[config.mk]
export PLATFORM = sky130hd
export DESIGN_NAME = pipe_sum
export DESIGN_NICKNAME = d
export VERILOG_FILES = /design/src/rtl/pipe_sum_pkg.sv /design/src/rtl/pipe_sum_stage.sv /design/src/rtl/pipe_sum.sv
export SDC_FILE = /design/constraint.sdc
export NUM_CORES = 1
export LEC_CHECK = 0
export CELL_PAD_IN_SITES_DETAIL_PLACEMENT = 1
export CELL_PAD_IN_SITES_GLOBAL_PLACEMENT = 1
export CORE_UTILIZATION = 30
export DETAILED_ROUTE_END_ITERATION = 6
export PLACE_DENSITY_LB_ADDON = 0.1
export SLEW_MARGIN = 5
export SYNTH_ARGS = -nofsm -noshare
export SYNTH_HDL_FRONTEND = slang
export SYNTH_HIERARCHICAL = 1
export SYNTH_SLANG_ARGS = --single-unit
[constraint.sdc]
create_clock -name clk -period 5.55 [get_ports clk]
set_input_delay 0.8325 -clock clk [delete_from_list [all_inputs] [get_ports clk]]
set_output_delay 0.8325 -clock clk [all_outputs]
set_load 0.02 [all_outputs]
[src/rtl/pipe_sum_pkg.sv]
// pipe_sum_pkg: shared constants and helpers for the pipelined adder/subtractor.
//   DEF_WIDTH / DEF_CHUNK : default operand width and bits added per stage.
//   stage_count()         : derived pipeline depth for a width/chunk pair.
//   stage_t               : stage register layout for the default configuration
//                           (valid, carry, partial result, remaining operands).
//                           pipe_sum rebuilds the same layout at its own WIDTH.
package pipe_sum_pkg;

  localparam int DEF_WIDTH = 32;
  localparam int DEF_CHUNK = 8;

  function automatic int stage_count(input int width, input int chunk);
    return width / chunk;
  endfunction

  typedef struct packed {
    logic                 valid;
    logic                 carry;
    logic [DEF_WIDTH-1:0] res;
    logic [DEF_WIDTH-1:0] a;
    logic [DEF_WIDTH-1:0] b;
  } stage_t;

endpackage

[src/rtl/pipe_sum_stage.sv]
// sum_stage: CHUNK-bit ripple-carry adder slice built from gate-level full adders.
//   a, b : CHUNK-bit operand slices
//   ci   : carry into bit 0
//   s    : CHUNK-bit sum slice
//   co   : carry out of the slice MSB
module sum_stage #(
  parameter int CHUNK = 8
) (
  input  logic [CHUNK-1:0] a,
  input  logic [CHUNK-1:0] b,
  input  logic             ci,
  output logic [CHUNK-1:0] s,
  output logic             co
);

  logic [CHUNK:0] c;

  assign c[0] = ci;

  for (genvar i = 0; i < CHUNK; i++) begin : g_fa
    assign s[i]   = a[i] ^ b[i] ^ c[i];
    assign c[i+1] = (a[i] & b[i]) | (c[i] & (a[i] ^ b[i]));
  end

  assign co = c[CHUNK];

endmodule

[src/rtl/pipe_sum.sv]
// pipe_sum: pipelined WIDTH-bit adder/subtractor, one CHUNK-bit slice per stage.
//   clk, rst            : rising-edge clock, asynchronous active-high reset
//   in_valid, in_ready  : operand handshake
//   ain, bin, ci, sub   : operands, carry-in, subtract select
//   out_valid, out_ready: result handshake
//   sout, co            : WIDTH-bit sum/difference and carry-out (sub: 1 = no borrow)
//   ovf                 : signed overflow, present only when PIPE_SUM_OVF_EN is defined
//
// Handshake: a side transfers on a rising edge where its valid and ready are both
// high. valid never depends on ready; in_ready is combinational from out_ready and
// out_valid. While out_valid && !out_ready, every stage and all outputs hold.
module pipe_sum
  import pipe_sum_pkg::*;
#(
  parameter int WIDTH = DEF_WIDTH,
  parameter int CHUNK = DEF_CHUNK
) (
  input  logic             clk,
  input  logic             rst,
  input  logic             in_valid,
  output logic             in_ready,
  input  logic [WIDTH-1:0] ain,
  input  logic [WIDTH-1:0] bin,
  input  logic             ci,
  input  logic             sub,
  output logic             out_valid,
  input  logic             out_ready,
  output logic [WIDTH-1:0] sout,
  output logic             co
`ifdef PIPE_SUM_OVF_EN
  ,
  output logic             ovf
`endif
);

  localparam int STAGES = stage_count(WIDTH, CHUNK);

  typedef struct packed {
    logic             valid;
    logic             carry;
    logic [WIDTH-1:0] res;
    logic [WIDTH-1:0] a;
    logic [WIDTH-1:0] b;
  } stage_reg_t;

  // link[k] feeds stage k; link[STAGES] is the output register.
  stage_reg_t       link    [STAGES+1];
  logic [CHUNK-1:0] slice_s [STAGES];
  logic             slice_c [STAGES];
  logic             en;

  // Whole pipeline advances together unless a valid result is being held.
  assign en       = !out_valid || out_ready;
  assign in_ready = en;

  // Subtraction folds into the add: A - B = A + ~B + 1.
  assign link[0] = '{valid: in_valid,
                     carry: ci ^ sub,
                     res:   '0,
                     a:     ain,
                     b:     sub ? ~bin : bin};

  for (genvar k = 0; k < STAGES; k++) begin : g_stage
    stage_reg_t       q;
    logic [WIDTH-1:0] res_next;

    sum_stage #(.CHUNK(CHUNK)) u_slice (
      .a  (link[k].a[k*CHUNK +: CHUNK]),
      .b  (link[k].b[k*CHUNK +: CHUNK]),
      .ci (link[k].carry),
      .s  (slice_s[k]),
      .co (slice_c[k])
    );

    // Lower slices finished earlier pass through; only slice k is filled in here.
    always_comb begin
      res_next                    = link[k].res;
      res_next[k*CHUNK +: CHUNK]  = slice_s[k];
    end

    always_ff @(posedge clk or posedge rst) begin
      if (rst) begin
        q <= '0;
      end else if (en) begin
        q.valid <= link[k].valid;
        q.carry <= slice_c[k];
        q.res   <= res_next;
        q.a     <= link[k].a;
        q.b     <= link[k].b;
      end
    end

    assign link[k+1] = q;
  end

  assign out_valid = link[STAGES].valid;
  assign sout      = link[STAGES].res;
  assign co        = link[STAGES].carry;

`ifdef PIPE_SUM_OVF_EN
  logic ovf_q;

  // Carry into the MSB recovered as sum ^ a ^ b at that bit; overflow when it
  // differs from the carry out of the MSB.
  always_ff @(posedge clk or posedge rst) begin
    if (rst) begin
      ovf_q <= 1'b0;
    end else if (en) begin
      ovf_q <= slice_s[STAGES-1][CHUNK-1] ^ link[STAGES-1].a[WIDTH-1]
             ^ link[STAGES-1].b[WIDTH-1] ^ slice_c[STAGES-1];
    end
  end

  assign ovf = ovf_q;
`endif

endmodule

==> impl_results.rst <==
.. list-table::
   :header-rows: 1

   * - Metric
     - Value
   * - Run status
     - finished, final reports clean
   * - Instance count of the mapped netlist
     - 532
   * - Leakage component of the power
     - 4.926 nW
   * - Number of max-cap violations
     - 0
   * - Number of violations reported at the end of detailed-routing iteration 0
     - 177
   * - Clock tree from TritonCTS
     - yes
   * - Overall power after layout
     - 6.066 mW
   * - Detail Route Antenna Nets
     - 0
   * - Number of fill cells in the layout
     - 2903
   * - Critical register-to-register path startpoint
     - g_stage[0].q[40]$_DFFE_PP0P_
   * - Met2 wire length
     - 7257 µm
   * - Launch point of the worst hold path
     - g_stage[2].q[97]$_DFFE_PP0P_
   * - Hpwl dp
     - 10110 µm
   * - Wire length the detailed router placed on met1
     - 7500 µm
   * - Areal power density over the cells
     - 574.8 nW/µm²
   * - Nature of the critical path endpoint
     - register
   * - Storage element area
     - 4604 µm²
   * - Highest signal layer in the routed design
     - met4
   * - Die height
     - 173.3 µm
   * - Maximum net fanout on the critical path
     - 1
   * - Antenna violations before repair
     - 2
   * - Hold_buf cts
     - 0
   * - Complex-gate fraction of the synthesized area
     - 0%
   * - Post-CTS Setup Bufs
     - 0
   * - Max clock buf depth
     - 2
   * - Via count of the first global-routing pass
     - 4844
   * - Met3 wire length
     - 599 µm
   * - Die footprint
     - 30030 µm²
   * - Worst min-delay path class
     - reg -> reg
   * - Share of cells above drive strength 1
     - 36.41%
   * - Fmax achieved
     - 226.4 MHz
   * - Worst slew pin tran
     - 1049 ps
   * - Cell type with the highest occurrence count on the critical path
     - fa_1
   * - Number of buffer and inverter instances along the worst setup path
     - 5
   * - Total non-filler cell area in the finished layout
     - 10550 µm²
   * - First-pass GRT wire length
     - 27000 µm
   * - CP cell instances
     - clkdlybuf4s50_1 -> xor2_1 -> fa_1 -> inv_1 -> fa_1 -> inv_1 -> fa_1 -> fa_1 -> fa_1 -> fa_1 -> fa_1 -> inv_1 -> fa_1 -> inv_1 -> mux2_4
   * - Count of instances resized after the clock tree is built
     - 0
   * - Global router's overall resource usage
     - 11.38%
   * - DRC Markers
     - 0
   * - Setup repair after global routing missed its margin
     - no
   * - Number of I/O port buffers
     - 104
   * - Area growth from synthesis to layout
     - 19.90%
   * - Post-Synth Adder-Cell Area
     - 7.278%
   * - Register-to-Register Setup Slack
     - 1640 ps
   * - Routed WL per cell
     - 15.49 µm
   * - Simple-gate share of the synthesized area
     - 0.2274%
   * - WL final
     - 15540 µm
   * - Row count
     - 62
   * - Total congestion overflow after global routing
     - 0
   * - Worst-path clk slew
     - 70 ps
   * - Largest delay contributor family on the critical path
     - adder cells
   * - TritonCTS Buffers
     - 17
   * - Total Neg Setup Slack
     - 0 ps
   * - Largest net degree at the start of global routing
     - 95
   * - Count of cell types in the netlist
     - 11
   * - Sequential area share after synthesis
     - 52.31%
   * - Post-route minimum period
     - 4417 ps
   * - Pins Over Slew Limit
     - 0
   * - Worst path slowest cell
     - fa_1
   * - Yosys warnings
     - 6
   * - Final number of setup-violating endpoints
     - 0
   * - Synthesized area per cell
     - 16.55 µm²
   * - Combinational family with the most area after synthesis
     - multiplexers
   * - CTS root buffer
     - clkbuf_16
   * - Core outline area
     - 28780 µm²
   * - Critical Path Start
     - bin[0]
   * - Required time at the endpoint of the critical path
     - 5920 ps
   * - Post-route fraction of the period consumed by the critical path
     - 79.59%
   * - Arrival time reported for the critical path endpoint
     - 4780 ps
   * - Average vias per placed instance
     - 4.095
   * - Maximum VDD drop
     - 226.7 µV
   * - Area of the multi-input gates
     - 3566 µm²
   * - Floorplan die width
     - 173.3 µm
   * - CTS H-tree depth
     - 4
   * - CP Class
     - in -> reg
   * - Clock skew after layout
     - 16.17 ps
   * - Num Clock Sinks
     - 184
   * - Final number of hold-violating endpoints
     - 0
   * - Crit start category
     - input port
   * - Number of synthesized register bits
     - 184
   * - Netlist Area Pre-Place
     - 8802 µm²
   * - XOR/XNOR share of the synthesized area
     - 3.284%
   * - Starting density of the core
     - 30.58%
   * - Cell Area, Placed
     - 9910 µm²
   * - Share of the core filled with cells in the final layout
     - 36.67%
   * - Number of iterations in the first detailed-routing pass
     - 6
   * - Syn nets
     - 634
   * - Count of boundary I/O pins
     - 105
   * - Worst-skew pair later-pin latency
     - 430 ps
   * - GP Congestion
     - 0.6727
   * - Largest stage delay on the critical path
     - 440 ps
   * - Final layout net count
     - 707
   * - Mux contribution to synthesized area
     - 29.72%
   * - Via count
     - 4107
   * - Relative max-transition margin
     - 30.04%
## worst reg2reg max path: cells and delay by family, from the launching register on
kind	cells	cell delay, ps
DFF	1	410
adders and majority gates	8	3010
buffers and inverters	4	310
muxes	1	130
## cell families after synthesis
kind of cell | Yosys count
AND/OR/NAND/NOR | 2
multiplexers | 183
XOR/XNOR | 33
adder cells (fa/ha/maj) | 32
flip-flops | 184
buffers and inverters | 98
## power breakdown
part	internal [mW]	switching [mW]	total (mW)
logic	1.53	0.883	2.42
clock network	0.743	0.580	1.32
registers	1.95	0.371	2.33
## registers in the layout (all words and copies together), names as in the netlist
signal	count
co	1
g_stage.q	150
out_valid	1
sout	32
## layout make-up
cell class              instances  area share, %
clock buffers                  18          4.161
inverters                      41          1.494
clock inverters                14          1.921
repair buffers                111          10.43
well taps                     384          4.552
multi-input cells             250          33.79
diodes                          1        0.02371
flip-flops and latches        184          43.63
## routing by layer
| metal | vias up | global-route usage (%) |
|---|---|---|
| met5 | - | 0 |
| met4 | 0 | 3.319 |
| met3 | 12 | 2.961 |
| met1 | 2160 | 15.82 |
| li1 | 1862 | - |
| met2 | 73 | 17.40 |
## layout by cell type (no fill, tap or decap), drive strengths merged, types with 3 or more instances in the layout
cell type      netlist  layout
buf                 57       8
bufinv               0       3
clkbuf               0      18
clkdlybuf4s50        0     103
clkinv               0       3
dfrtp              184     184
fa                  32      32
inv                 41      47
mux2               183     183
xor2                33      33
## worst paths after layout
path / to / cells past startpoint
worst max-delay path: g_stage[0].q[71]$_DFFE_PP0P_ / 15
min in group asynchronous: sout[20]$_DFFE_PP0P_ / 2
worst min-delay path: out_valid$_DFFE_PP0P_ / 1
worst max register to register: g_stage[1].q[79]$_DFFE_PP0P_ / 13
max in group asynchronous: g_stage[1].q[28]$_DFFE_PP0P_ / 3
worst min register to register: out_valid$_DFFE_PP0P_ / 1
## metrics by stage
step / hold WS [ps] / worst slack (ps) / std cells
global route: 507.9 / 983.2 / 1002
detailed placement: 459.1 / 697.8 / 970
floorplan: 434.9 / 991.1 / 532
CTS: 478.7 / 1145 / 1002
finish: 478.2 / 1133 / 1003
global placement: 461.7 / 751.5 / 970
## synth_stat cells
| cell type | count | area [µm²] |
|---|---|---|
| dfrtp_1 | 184 | 4604 |
| mux2_4 | 148 | 2222 |
| inv_1 | 41 | 153.9 |
| mux2_2 | 35 | 394.1 |
| xor2_1 | 33 | 289.0 |
| buf_4 | 32 | 240.2 |
| fa_1 | 32 | 640.6 |
| buf_6 | 18 | 202.7 |
| buf_2 | 7 | 35.03 |
| nand2b_1 | 1 | 6.260 |
| nand2b_4 | 1 | 13.76 |
(Power assumes the default switching activity.)
